### config.mk
export PLATFORM = sky130hd
export DESIGN_NAME = bcd_updown_counter
export DESIGN_NICKNAME = d
export VERILOG_FILES = /design/src/rtl/bcd_updown_counter.sv
export SDC_FILE = /design/constraint.sdc
export NUM_CORES = 1
export LEC_CHECK = 0
export ABC_AREA = 0
export ABC_CLOCK_PERIOD_IN_PS = 2500
export BUFFER_PORTS_ARGS = -buffer_cell sky130_fd_sc_hd__buf_2
export CORE_MARGIN = 5
export CORE_UTILIZATION = 30
export CTS_BUF_LIST = sky130_fd_sc_hd__clkbuf_8
export CTS_CLUSTER_SIZE = 8
export DETAILED_ROUTE_END_ITERATION = 6
export HOLD_SLACK_MARGIN = 0.02
export MAX_ROUTING_LAYER = met4
export PLACE_DENSITY_LB_ADDON = 0.15
export SLEW_MARGIN = 10
export SYNTH_ARGS = -nofsm -noshare
export SYNTH_HDL_FRONTEND = slang
export SYNTH_SLANG_ARGS = --single-unit
### constraint.sdc
create_clock -name Clk -period 2.5 [get_ports Clk]
set_input_delay 0.25 -clock Clk [delete_from_list [all_inputs] [get_ports Clk]]
set_output_delay 0.25 -clock Clk [all_outputs]
set_load 0.02 [all_outputs]
### src/rtl/bcd_updown_counter.sv
// bcd_updown_counter
//
// Cascadable multi-decade BCD up/down counter. Lower decades span 0..9 and the
// most-significant decade spans 0..TOP_MAX, so DIGITS=2, TOP_MAX=5 counts 00..59.
// Per-edge priority is clr, then load, then en, then hold.
//
// Parameters:
//   DIGITS   number of BCD decades (1..8)
//   TOP_MAX  largest value of the most-significant decade (1..9)
//
// Ports:
//   Clk       rising-edge clock
//   rst       asynchronous reset, active low
//   en        count enable, also the cascade carry-in
//   up        1 = increment, 0 = decrement
//   clr       synchronous clear to zero
//   load      synchronous parallel load of load_val
//   load_val  load value, decade k in bits [4k+3:4k]
//   CNT10     count value, decade k in bits [4k+3:4k]
//   tc        combinational terminal count (drives the next stage's en)
//   wrap      registered one-cycle pulse after a wrap-around edge
//   load_err  registered one-cycle pulse after a load that replaced a bad decade

module bcd_updown_counter #(
    parameter int unsigned DIGITS  = 2,
    parameter int unsigned TOP_MAX = 9
) (
    input  logic                Clk,
    input  logic                rst,
    input  logic                en,
    input  logic                up,
    input  logic                clr,
    input  logic                load,
    input  logic [4*DIGITS-1:0] load_val,
    output logic [4*DIGITS-1:0] CNT10,
    output logic                tc,
    output logic                wrap,
    output logic                load_err
);

    // Largest legal value of decade k.
    function automatic logic [3:0] digit_max(input int unsigned k);
        if (k == DIGITS - 1) begin
            return 4'(TOP_MAX);
        end
        return 4'd9;
    endfunction

    logic [3:0] digit_q   [DIGITS];
    logic [3:0] digit_d   [DIGITS];
    logic [3:0] step_val  [DIGITS];
    logic [3:0] load_digit[DIGITS];
    logic       load_bad;
    logic       at_max;
    logic       at_zero;
    logic       carry;
    logic       wrap_q;
    logic       wrap_d;
    logic       load_err_q;
    logic       load_err_d;

    // Terminal-value detection over all decades.
    always_comb begin
        at_max  = 1'b1;
        at_zero = 1'b1;
        for (int unsigned k = 0; k < DIGITS; k++) begin
            at_max  = at_max & (digit_q[k] == digit_max(k));
            at_zero = at_zero & (digit_q[k] == 4'd0);
        end
    end

    // No register in this path so a cascaded stage sees it in the same cycle.
    assign tc = en & ~clr & ~load & (up ? at_max : at_zero);

    // Ripple carry/borrow across decades. carry starts set so decade 0 always
    // steps; each decade passes it on only when it rolls over.
    always_comb begin
        carry = 1'b1;
        for (int unsigned k = 0; k < DIGITS; k++) begin
            step_val[k] = digit_q[k];
            if (carry) begin
                if (up) begin
                    if (digit_q[k] == digit_max(k)) begin
                        step_val[k] = 4'd0;
                    end else begin
                        step_val[k] = digit_q[k] + 4'd1;
                        carry       = 1'b0;
                    end
                end else begin
                    if (digit_q[k] == 4'd0) begin
                        step_val[k] = digit_max(k);
                    end else begin
                        step_val[k] = digit_q[k] - 4'd1;
                        carry       = 1'b0;
                    end
                end
            end
        end
    end

    // Out-of-range decades load as zero; the rest load unchanged.
    always_comb begin
        load_bad = 1'b0;
        for (int unsigned k = 0; k < DIGITS; k++) begin
            load_digit[k] = load_val[4*k +: 4];
            if (load_val[4*k +: 4] > digit_max(k)) begin
                load_digit[k] = 4'd0;
                load_bad      = 1'b1;
            end
        end
    end

    // Next state: clr > load > en > hold.
    always_comb begin
        load_err_d = 1'b0;
        wrap_d     = tc;
        for (int unsigned k = 0; k < DIGITS; k++) begin
            digit_d[k] = digit_q[k];
        end
        if (clr) begin
            for (int unsigned k = 0; k < DIGITS; k++) begin
                digit_d[k] = 4'd0;
            end
        end else if (load) begin
            for (int unsigned k = 0; k < DIGITS; k++) begin
                digit_d[k] = load_digit[k];
            end
            load_err_d = load_bad;
        end else if (en) begin
            for (int unsigned k = 0; k < DIGITS; k++) begin
                digit_d[k] = step_val[k];
            end
        end
    end

    always_ff @(posedge Clk or negedge rst) begin
        if (!rst) begin
            for (int unsigned k = 0; k < DIGITS; k++) begin
                digit_q[k] <= 4'd0;
            end
            wrap_q     <= 1'b0;
            load_err_q <= 1'b0;
        end else begin
            for (int unsigned k = 0; k < DIGITS; k++) begin
                digit_q[k] <= digit_d[k];
            end
            wrap_q     <= wrap_d;
            load_err_q <= load_err_d;
        end
    end

    always_comb begin
        CNT10 = '0;
        for (int unsigned k = 0; k < DIGITS; k++) begin
            CNT10[4*k +: 4] = digit_q[k];
        end
    end

    assign wrap     = wrap_q;
    assign load_err = load_err_q;

endmodule

==> out/metrics.cfg <==
[floorplan]
start_util = 0.316
core_area_um2 = 2760
ioPinCount = 25
die_area_um2 = 4080
die-height_um = 63.9
fp.dieW_um = 63.9
num_rows = 19

[global_routing]
antenna_found_initial = 0
grtUsageTotal = 0.121
grt_max_degree = 20
grt_pass1_vias = 882
grt-ovfl-total = 0
grt_pass1_wl_mm = 3.91

[critical_path]
critical_path.top_delay_family = simple AND/OR/NAND/NOR gates
slowest_stage = or4b_4
max_stage_delay_ns = 0.47
crit_buf_inv = 2
worstRegToRegCells = 7
worstPathRequired_ns = 2.25
r2r_end = CNT10[5]$_DFFE_PN0P_
rrSetupSlack_ns = 0.35
start_kind = flop
worstPathMaxFanout = 4
critPathArrivalTime_ns = 2.08
critical_path_class = flop to primary output
crit_chain = inv_1, ha_2, or4b_4, nor3_2, a31oi_1, nor4_2, buf_4
end_kind = primary output
r2r-start = CNT10[1]$_DFFE_PN0P_

[yosys]
synthesis.nets = 129
synth-compound-area-share = 0.263
synth_top_family_by_area = simple AND/OR/NAND/NOR gates
avgSynthCellArea_um2 = 7.85
syn-cell-area_um2 = 871
ys_warn_count = 0
synthSimpleGateAreaFrac = 0.279
synth_area_leaders = dfrtp_1 29%, ha_1 5.7%, nor2_1 5.6%
ys_ff_latch = 10
synth_area_leader_cell = dfrtp_1
yosysSeqAreaShare = 0.287
syn_inst = 111
synthAdderAreaFrac = 0.0575
synthDistinctLibCells = 34
synth_top_area_frac = 0.287
synthMuxAreaShare = 0.0359
synth-xor-area-share = 0.0302

[final_layout]
area_growth_pct = 28.4
fin_util = 0.406
layout_commonest_cell = buf_2
fill_cells = 282
final_nets = 156
layout-drive-gt1-share = 0.299
layout_common_cells = 23 x buf_2, 13 x nor2_1, 10 x dfrtp_1
final_area_um2 = 1120
insertedDiodeCount = 0
multiInputGateArea_um2 = 597
regArea_um2 = 250

[power]
vdd_drop_max_uv = 310
switching_power_mw = 0.163
finalPower_mw = 0.539
p_int_mw = 0.376
pwr-share-seq = 0.347
switching_share = 0.303
powerDensity_nw_per_um2 = 482
leakagePower_nw = 0.487
p_comb_frac = 0.284
pwr-share-clk = 0.369

[timing]
rsz0062_at_grt = false
final_max_slew_viol_count = 0
finalSetupTns_ns = 0
finalHoldViolations = 0
holdWs_ns = 0.263
fmax_mhz = 430
period_needed_ns = 2.33
worstMarginPinSlew_ns = 0.360
finalSetupViolCount = 0
skew_ns = 0.00201
slew_headroom = 0.759
fin_crit_sh = 0.930

[min_path]
hp-start = load_val[4]
hold_end = CNT10[4]$_DFFE_PN0P_
worst_hold_path_type = input pin to flop
holdPathStages = 3

[detailed_routing]
drtIter0Drc = 29
totalWireLength_mm = 2.31
firstDrtPassIters = 4
wl_per_cell_um = 13.7
drc_errors = 0
dr_total_vias = 898
ant_nets = 0
via_per_inst = 5.35

[place]
dpl_cell_area_um2 = 1030
hpwl_mm = 1.76
portBuffers = 24
routabilityCongestion = 0.771

[clock_network]
cts.reportedPaths.clkPinSlew_ns = 0.05
cts_made_buffers = 3
numClockSinks = 10
cts_tree = done
cts_max_path_buffers = 2
cts_htree_levels = 1
clock-root-buffer = clkbuf_8
insertion_delay_ns = 0.23

[run]
cap_violations = 0

[status]
status = finished, final reports clean

[stage by stage]
step,setup slack [ns],std cells
after floorplan,0.118,111
after global placement,0.250,162
after detailed placement,0.210,162
after CTS,0.0263,167
after global routing,0.0437,168
final,0.174,168
[worst max-delay path by stage]
stage | from | to | slack [ns] | cells past startpoint
floorplan | CNT10[0]$_DFFE_PN0P_ | tc | 0.12 | 6
global route | CNT10[1]$_DFFE_PN0P_ | tc | 0.04 | 7
CTS | CNT10[0]$_DFFE_PN0P_ | tc | 0.03 | 7
finish | CNT10[1]$_DFFE_PN0P_ | tc | 0.17 | 7
global placement | CNT10[0]$_DFFE_PN0P_ | tc | 0.25 | 7
detailed placement | CNT10[0]$_DFFE_PN0P_ | tc | 0.21 | 7
[per-layer routing]
| metal | GRT usage | up-vias | part of all wire |
|---|---|---|---|
| met1 | 0.155 | 420 | 0.50 |
| li1 | - | 454 | - |
| met3 | 0.0158 | 2 | 0.031 |
| met5 | - | - | 0 |
| met2 | 0.186 | 22 | 0.46 |
| met4 | 0.0623 | 0 | 0.0082 |
[tightest hold or removal path, delay by kind of cell]
family / cells / cell delay (ns)
AND/OR/NAND/NOR: 1 / 0.05
AO/OA/AOI/OAI: 1 / 0.06
buffers and inverters: 1 / 0.10
[power by group through the flow]
stage | registers (mW) | clock network (mW) | logic [mW]
final | 0.187 | 0.199 | 0.153
after global routing | 0.189 | 0.217 | 0.171
after CTS | 0.186 | 0.205 | 0.152
after detailed placement | 0.189 | 0 | 0.150
after global placement | 0.189 | 0 | 0.149
after floorplan | 0.198 | 0 | 0.0891
[cell type report]
class | count | share of cell area
multi-input combinational | 90 | 0.534
sequential | 10 | 0.224
timing repair buffer | 29 | 0.145
clock buffer | 4 | 0.0492
tap | 31 | 0.0347
inverter | 4 | 0.0134
[synthesized netlist by cell type, drive strengths merged]
master,count
o21ai,9
a31oi,3
nand2b,4
nor3b,1
a311o,2
or2b,1
nand3,2
or4b,2
or3,1
nor2,13
or4,1
o31ai,1
nor3,5
xnor2,2
and2,1
a211oi,5
o21bai,1
mux2,1
nor4,1
clkbuf,7
inv,4
mux2i,2
o31a,1
a21oi,9
ha,4
xor2,1
a221oi,2
nor2b,2
dfrtp,10
nand2,9
or3b,1
nand3b,2
a32oi,1
[cells by family after synthesis]
kind of cell               count (synthesis)
xor gates and xnor gates                   3
buffers and inverters                     11
AOI/OAI and AO/OA                         34
muxes                                      3
and+or+nand+nor                           46
adders and majority gates                  4
DFF                                       10
[sequential cells by signal, summed over array words and instances (netlist names)]
| name | cells |
|---|---|
| load_err | 1 |
| wrap | 1 |
| CNT10 | 8 |
[timing repair]
action | in CTS | in global routing
setup buffers | 0 | 1
hold endpoints to repair | 10 | 0
hold buffers | 1 | 0
pin swaps | 1 | 1
setup endpoints to repair | 1 | 1
resized for setup | 1 | 4
No activity file was read; power rests on OpenSTA's default activity.
